===== src/rtl/prores_entropy_pkg.sv =====
// Shared constants, state type and small helpers for the entropy bitstream packer.
package prores_entropy_pkg;

  localparam int OUT_W     = 32;
  localparam int CODE_W    = 24;
  localparam int LEN_W     = 6;
  localparam int FILL_W    = 7;
  localparam int DRAIN_THR = 39;

  typedef enum logic {
    RUN   = 1'b0,
    DRAIN = 1'b1
  } pk_state_e;

  // Overlong codewords are truncated to the widest legal codeword.
  function automatic logic [LEN_W-1:0] clamp_len(input logic [LEN_W-1:0] len);
    return (len > LEN_W'(CODE_W)) ? LEN_W'(CODE_W) : len;
  endfunction

  function automatic logic [2:0] ceil_bytes(input logic [4:0] nbits);
    return 3'(({1'b0, nbits} + 6'd7) >> 3);
  endfunction

endpackage


===== src/rtl/entropy_packer_out_reg.sv =====
// One-entry output holding register with valid/ready handshake (data, last, nbytes).
module entropy_packer_out_reg #(
  parameter int OUT_W = 32
) (
  input  logic             clk,
  input  logic             reset_n,
  input  logic             i_load,
  input  logic [OUT_W-1:0] i_data,
  input  logic             i_last,
  input  logic [2:0]       i_nbytes,
  input  logic             i_ready,
  output logic             o_valid,
  output logic [OUT_W-1:0] o_data,
  output logic             o_last,
  output logic [2:0]       o_nbytes,
  output logic             o_space
);

  logic             r_valid;
  logic [OUT_W-1:0] r_data;
  logic             r_last;
  logic [2:0]       r_nbytes;

  always_ff @(posedge clk or negedge reset_n) begin
    if (!reset_n) begin
      r_valid  <= 1'b0;
      r_data   <= '0;
      r_last   <= 1'b0;
      r_nbytes <= '0;
    end else if (i_load) begin
      r_valid  <= 1'b1;
      r_data   <= i_data;
      r_last   <= i_last;
      r_nbytes <= i_nbytes;
    end else if (i_ready) begin
      r_valid  <= 1'b0;
    end
  end

  assign o_space  = !r_valid || i_ready;
  assign o_valid  = r_valid;
  assign o_data   = r_data;
  assign o_last   = r_last;
  assign o_nbytes = r_nbytes;

endmodule


===== src/rtl/entropy_bitstream_packer.sv =====
// MSB-first packer of variable-length codewords into 32-bit words with slice flush.
// Optional PACKER_BIT_COUNT_EN adds the per-slice bit_count output.
module entropy_bitstream_packer #(
  parameter int OUT_W  = prores_entropy_pkg::OUT_W,
  parameter int CODE_W = prores_entropy_pkg::CODE_W,
  parameter int LEN_W  = prores_entropy_pkg::LEN_W
) (
  input  logic              clk,
  input  logic              reset_n,
  input  logic              in_valid,
  output logic              in_ready,
  input  logic [CODE_W-1:0] in_code,
  input  logic [LEN_W-1:0]  in_len,
  input  logic              in_flush,
  output logic              out_valid,
  input  logic              out_ready,
  output logic [OUT_W-1:0]  out_data,
  output logic              out_last,
  output logic [2:0]        out_nbytes,
  output logic              len_err
`ifdef PACKER_BIT_COUNT_EN
  ,
  output logic [31:0]       bit_count
`endif
);
  import prores_entropy_pkg::*;

  localparam int ACC_W = 2 * OUT_W;

  pk_state_e         r_state, w_state_nxt;
  logic [ACC_W-1:0]  r_acc, w_acc_m, w_code_ext;
  logic [FILL_W-1:0] r_fill, w_fill_m, w_add_len, w_shamt;
  logic [LEN_W-1:0]  w_len;
  logic [CODE_W-1:0] w_mask;
  logic              w_accept, w_pend, w_full, w_last, w_load, w_space;
  logic              r_len_err;
  logic [2:0]        w_nbytes;

  // Merge the incoming codeword below the current fill before deciding on an emit,
  // so a word completed by this accept is loaded in the same cycle.
  assign w_accept   = in_valid && in_ready;
  assign w_len      = clamp_len(in_len);
  assign w_mask     = ~({CODE_W{1'b1}} << w_len);
  assign w_add_len  = w_accept ? FILL_W'(w_len) : '0;
  assign w_code_ext = w_accept ? ACC_W'(in_code & w_mask) : '0;
  assign w_shamt    = FILL_W'(ACC_W) - r_fill - w_add_len;
  assign w_acc_m    = r_acc | (w_code_ext << w_shamt);
  assign w_fill_m   = r_fill + w_add_len;

  assign w_pend   = (r_state == DRAIN) || (w_accept && in_flush);
  assign w_full   = w_fill_m >= FILL_W'(OUT_W);
  assign w_last   = w_pend && (w_fill_m <= FILL_W'(OUT_W));
  assign w_load   = w_space && (w_full || w_pend);
  assign w_nbytes = w_full ? 3'd4 : ceil_bytes(w_fill_m[4:0]);

  always_ff @(posedge clk or negedge reset_n) begin
    if (!reset_n) r_state <= RUN;
    else          r_state <= w_state_nxt;
  end

  always_comb begin
    w_state_nxt = r_state;
    case (r_state)
      RUN:     if (w_accept && in_flush && !(w_load && w_last)) w_state_nxt = DRAIN;
      DRAIN:   if (w_load && w_last) w_state_nxt = RUN;
      default: w_state_nxt = RUN;
    endcase
  end

  always_comb begin
    in_ready = (r_state == RUN) && (r_fill <= FILL_W'(DRAIN_THR));
  end

  always_ff @(posedge clk or negedge reset_n) begin
    if (!reset_n) begin
      r_acc     <= '0;
      r_fill    <= '0;
      r_len_err <= 1'b0;
    end else begin
      if (w_load && w_last) begin
        r_acc  <= '0;
        r_fill <= '0;
      end else if (w_load) begin
        r_acc  <= {w_acc_m[ACC_W-OUT_W-1:0], {OUT_W{1'b0}}};
        r_fill <= w_fill_m - FILL_W'(OUT_W);
      end else begin
        r_acc  <= w_acc_m;
        r_fill <= w_fill_m;
      end
      r_len_err <= r_len_err | (w_accept && (in_len > LEN_W'(CODE_W)));
    end
  end

  assign len_err = r_len_err;

  entropy_packer_out_reg #(.OUT_W(OUT_W)) u_out_reg (
    .clk      (clk),
    .reset_n  (reset_n),
    .i_load   (w_load),
    .i_data   (w_acc_m[ACC_W-1:ACC_W-OUT_W]),
    .i_last   (w_last),
    .i_nbytes (w_nbytes),
    .i_ready  (out_ready),
    .o_valid  (out_valid),
    .o_data   (out_data),
    .o_last   (out_last),
    .o_nbytes (out_nbytes),
    .o_space  (w_space)
  );

`ifdef PACKER_BIT_COUNT_EN
  logic [31:0] r_bit_count;
  logic [32:0] w_bc_sum;
  logic        w_take_last;

  // The count belongs to the slice until its final word leaves; an accept in that
  // same cycle already starts the next slice.
  assign w_take_last = out_valid && out_ready && out_last;
  assign w_bc_sum    = {1'b0, r_bit_count} + 33'(w_add_len);

  always_ff @(posedge clk or negedge reset_n) begin
    if (!reset_n)         r_bit_count <= '0;
    else if (w_take_last) r_bit_count <= 32'(w_add_len);
    else if (w_accept)    r_bit_count <= w_bc_sum[32] ? '1 : w_bc_sum[31:0];
  end

  assign bit_count = r_bit_count;
`endif

endmodule


===== config.mk =====
export PLATFORM = sky130hd
export DESIGN_NAME = entropy_bitstream_packer
export DESIGN_NICKNAME = d
export VERILOG_FILES = /design/src/rtl/prores_entropy_pkg.sv /design/src/rtl/entropy_packer_out_reg.sv /design/src/rtl/entropy_bitstream_packer.sv
export SDC_FILE = /design/constraint.sdc
export NUM_CORES = 1
export LEC_CHECK = 0
export ABC_AREA = 1
export CAP_MARGIN = 15
export CORE_UTILIZATION = 40
export DETAILED_ROUTE_END_ITERATION = 7
export GPL_TIMING_DRIVEN = 0
export PLACE_DENSITY_LB_ADDON = 0.12
export SYNTH_ARGS = -nofsm -noshare
export SYNTH_HDL_FRONTEND = slang
export SYNTH_SLANG_ARGS = --single-unit
export TNS_END_PERCENT = 30

===== constraint.sdc =====
create_clock -name clk -period 7.37 [get_ports clk]
set_input_delay 1.474 -clock clk [delete_from_list [all_inputs] [get_ports clk]]
set_output_delay 1.474 -clock clk [all_outputs]
set_load 0.01 [all_outputs]

==> reports/qor.yml, run 1 <==
die_h_um: 140
ios: 74
cp.required_ps: 7610
root_buffer: "clkbuf_16"
syn-num-nets: 1179
final_hold_viol_count: 0
fp.coreArea_um2: 18700
rows: 50
vias: 7817
place_congestion: 0.996
grt_overflow_total: 0
grt_max_degree: 93
fin_crit_sh_pct: 78.6
h-tree-depth: 3
fmax_mhz: 173
r2r.worst_path.cells: 17
synth_edf_count: 0
totalWireLength_mm: 25.9
synth_cell_type_count: 39
status: "complete, no violations"
cts_inserted_buffers: 9
syn_avg_cell_area_um2: 6.81
min_path_type: "flip-flop to flip-flop"
hpwlAfterDp_mm: 20.3
dieArea_um2: 19700
clk_latency_ps: 370
ys_seq_area_share_pct: 36.0
num_antenna_cells: 0
max_slew_margin_pct: 57.4
synth_most_common_cell: "nand2_1"
cts_tree: "built"
ys_ff_latch: 110
syn_area_um2: 7650
setup_violations: 0
cts_hold_buf: 0
initialDrtViolationCount: 796
finalCriticalPeriod_ps: 5790
yosys.area.top_type: "dfrtp_1"
postCtsSetupBuffers: 0
grt_pass1_vias: 7376
post_route_cells_drive_above_1_share_pct: 8.25
grt_pass1_wl_mm: 40.6
nets: 1262
max_cap_viol_count: 0
rsz0062_at_grt: "false"
ys_top_cells_by_area: "dfrtp_1 36%, nand3_1 17%, nand2_1 13%"
worst-path-max-fanout: 10
synth_common_cells: "266 x nand2_1, 262 x nand3_1, 111 x inv_1, 110 x dfrtp_1, 107 x nor2_1"
start_kind: "input pin"
ant_nets: 0
clockBufferDepth: 2
die_width_um: 140
synth_top_area_share_pct: 36.0
async_flop_share_pct: 100
drv_slew: 0
start_util_pct: 40.9
clock_sink_count: 110
firstDrtPassIters: 5
fin_skew_ps: 13.4
crit_path_end_kind: "flip-flop"
io_buffers: 71
drc: 0
min_path_cells: 1
critical_path_class: "input pin to flip-flop"
antenna_found_initial: 0
fin_setup_tns_ps: 0
post_cts_resized: 0
yosys_warnings: 0
worst_pin_slew_ps: 640
syn_inst: 1124
viasPerCell: 5.41
clkSlewWorstSetupHoldPaths_ps: 80
synth_ff_type: "dfrtp_1"
syn_to_final_growth_pct: 17.4
grt_usage_pct: 27.3
wire_per_inst_um: 17.9
worstPathArrival_ps: 6030
-- routing by layer --
layer	global-route usage, %	part of all wire (%)	up-vias
li1	-	-	3857
met1	38.9	49	3682
met2	42.3	44	243
met3	4.03	5.0	35
met4	8.79	2.5	0
met5	0	0	-
-- metrics by stage --
stage	util [%]	cells	cell area (um^2)	hold slack, ps	setup slack [ps]
6_report	48.0	1446	8980	474	1580
5_1_grt	48.0	1446	8980	481	1220
4_1_cts	48.0	1446	8980	480	1630
3_5_place_dp	46.4	1430	8680	461	1280
3_3_place_gp	46.3	1429	8650	446	331
2_1_floorplan	-	1124	7650	450	2680
-- kinds of logic after synthesis --
family	Yosys count	synth area share, %
buffers and inverters	185	10.3
DFF	110	36.0
AOI/OAI and AO/OA	87	6.41
and+or+nand+nor	710	42.3
xor gates and xnor gates	10	1.34
other	2	0.0982
adders and majority gates	20	3.57
-- layout by cell type (no fill, tap or decap), drive strengths merged --
cell           count
a21o               2
nor2             118
nand4             41
a211oi             3
dfrtp            110
ha                17
a31oi             12
nor3               3
o21ai             11
inv              125
clkinv             6
o21bai             3
buf               51
and2               1
xnor2              2
nand2            270
o41ai              1
nand3b             7
clkbuf            21
conb               2
clkdlybuf4s50     70
xor2               8
nand3            269
fa                 3
a21oi             54
nor3b              1
o211ai             1
-- worst paths after layout --
kind	from	endpoint	slack [ps]
min in group asynchronous	reset_n	u_out_reg.o_data[28]	920
min	len_err	len_err	470
max in group asynchronous	reset_n	u_out_reg.o_data[3]	5670
max	in_len[2]	r_acc[46]	1580
min reg2reg	len_err	len_err	470
max reg2reg	r_fill[6]	r_acc[46]	2510
-- critical path, stage by stage --
cell and delay, ps:
clkdlybuf4s50_1 500, nor2_4 150, nand2_1 110, nand2_2 110, nand2_2 80, nor3b_1 420
ha_1 340, inv_1 60, ha_1 160, inv_1 70, fa_1 460, xnor2_1 220
clkbuf_1 510, buf_1 490, nand3_1 290, nand3_1 130, nand2_1 70, a21oi_1 260
a21oi_1 110
-- registers in the layout, summed over array words and instances (netlist names) --
name and count:
r_acc 64, r_fill 7, r_state 1, u_out_reg.o_last 1
u_out_reg.o_nbytes 3, u_out_reg.o_valid 1, len_err 1, u_out_reg.o_data 32
-- layout make-up --
| class | instances | area (um^2) |
|---|---|---|
| clock buffer | 9 | 225 |
| timing repair buffer | 72 | 739 |
| buffer | 61 | 325 |
| clock inverter | 7 | 75.1 |
| multi-input combinational | 829 | 4110 |
| fill | 1948 | 9720 |
| sequential | 110 | 2750 |
| inverter | 124 | 465 |
| tap | 234 | 293 |
Power of run 1 is left out: the tool's default activity adds up to more than one toggle a clock period on the data nets, which glitch-free logic cannot reach.
==> inputs of run 2 (changes only) <==
Clock period 7.37 ns to 4.9 ns, I/O delays scaled along.
==> run 2 against run 1 <==
Net effect:
- cell count unchanged
- register-to-register slack worse by 1800 ps
- hold slack lost 37 ps
- cell area up 0.67%
- highest routed layer unchanged
- routed wire length about the same
- utilization is 0.32 points higher
- sequential cell count unchanged
- sequential share of layout area decreased by 0.20 points
==> reports/qor.yml, run 2 (synthesis results as in run 1) <==
rows: 50  # unchanged
finalCriticalPeriod_ps: 4710
regToRegEndpoint: "r_acc[43]"
fin_skew_ps: 12.4  # -0.955 ps
die_h_um: 140  # unchanged
grt_max_degree: 93  # unchanged
dieArea_um2: 19700  # unchanged
max_cap_viol_count: 0  # unchanged
setup_violations: 0  # unchanged
cts_tree: "built"
worstPathArrival_ps: 5010  # -1020 ps
syn_to_final_growth_pct: 18.2
worst_pin_slew_ps: 605  # -34.7 ps
fmax_mhz: 212
fin_crit_sh_pct: 96.1
ant_nets: 0  # unchanged
max_slew_margin_pct: 59.7  # +2.3 points
ios: 74  # unchanged
worst-path-max-fanout: 10  # unchanged
clk_latency_ps: 370  # about the same
clock_sink_count: 110  # unchanged
r2r.worst_path.cells: 19  # +2
root_buffer: "clkbuf_16"
cp.required_ps: 5200  # -2410 ps
status: "complete, no violations"
grt_pass1_vias: 7375  # -0.014%
place_congestion: 0.996  # unchanged
hpwlAfterDp_mm: 20.3  # unchanged
start_kind: "input pin"
critical_path_class: "input pin to flip-flop"
nets: 1262  # unchanged
clkSlewWorstSetupHoldPaths_ps: 80  # about the same
crit_path_end_kind: "flip-flop"
rsz0062_at_grt: "true"
initialDrtViolationCount: 777  # -2.4%
largest_reg_flops: 64  # unchanged
r2r_slack_ps: 660  # -1850 ps
firstDrtPassIters: 5  # unchanged
io_buffers: 71  # unchanged
totalWireLength_mm: 25.8  # about the same
fp.coreArea_um2: 18700  # unchanged
die_width_um: 140  # unchanged
drc: 0  # unchanged
vias: 7801  # -0.20%
grt_usage_pct: 27.3  # about the same
drv_slew: 0  # unchanged
grt_overflow_total: 0  # unchanged
viasPerCell: 5.39  # -0.20%
start_util_pct: 40.9  # unchanged
final_common_cell: "nand2_1"
h-tree-depth: 3  # unchanged
min_path_type: "input pin to async pin"
antenna_found_initial: 0  # unchanged
final_cell_mix: "266 x nand2_1, 262 x nand3_1, 111 x inv_1, 110 x dfrtp_1, 106 x nor2_1"
cts_inserted_buffers: 9  # unchanged
grt_pass1_wl_mm: 40.5  # about the same
cts_hold_buf: 0  # unchanged
clockBufferDepth: 2  # unchanged
final_hold_viol_count: 0  # unchanged
post_route_cells_drive_above_1_share_pct: 9.32  # +1.1 points
r2r-start: "r_fill[6]"
largest-register: "r_acc"
num_antenna_cells: 0  # unchanged
hold_ws_ps: 437  # -37.1 ps
wire_per_inst_um: 17.9  # about the same
fin_setup_tns_ps: 0  # unchanged
run 2: changes by cell type in the layout (fill, tap and decap cells not counted), sizes merged:
cell and change:
buf -4, clkbuf +4
run 2: how the worst max path moves through the flow:
| stage | endpoint | cells after the start | from |
|---|---|---|---|
| floorplan | r_acc[54] | 21 | in_len[1] |
| global placement | len_err | 1 | reset_n |
| detailed placement | r_acc[46] | 19 | in_len[2] |
| CTS | u_out_reg.o_data[13] | 19 | in_len[2] |
| global route | r_acc[32] | 22 | in_len[2] |
| finish | r_acc[43] | 21 | in_len[2] |
run 2: metrics by stage:
stage	instances	worst slack [ps]	util (%)	area (um^2)
2_1_floorplan	1124	704	-	7650
3_3_place_gp	1429	-1650	46.3	8650
3_5_place_dp	1430	-693	46.4	8680
4_1_cts	1446	15.7	48.1	9010
5_1_grt	1446	-52.4	48.3	9040
6_report	1446	191	48.3	9040
run 2: critical path, stage by stage:
cell	delay, ps
clkdlybuf4s50_1	500
nor2_4	150
nand2_1	110
nand2_2	120
nand2_2	90
nor3b_2	290
ha_1	270
inv_1	90
fa_1	510
nand3_1	80
nand2_1	130
a21oi_1	80
o21bai_1	210
xor2_2	320
inv_2	180
nor2_4	250
buf_4	250
nand4_1	110
nand3b_1	140
nor2_1	50
nor2_1	90
run 2: metal layers:
layer	vias up	routed length, um	GRT usage (%)	share of wire [%]
met5	-	0	0	0
met4	0	622	8.79	2.4
met2	239	11300	42.3	44
met3	32	1310	4.00	5.1
li1	3859	-	-	-
met1	3671	12600	38.9	49
run 2: final cells by class:
type,instances,area [um^2]
buffer,61,343
clock buffer,9,225
clock inverter,7,75.1
fill,1949,9660
inverter,124,465
multi-input combinational,829,4150
sequential,110,2750
tap,234,293
timing repair buffer,72,739
run 2: timing repair:
action,CTS,global route
buffers inserted,0,0
pin swaps,0,0
setup endpoints to repair,81,106
resized for setup,6,15
hold endpoints to repair,0,0
Power of run 2 is left out for the same reason.
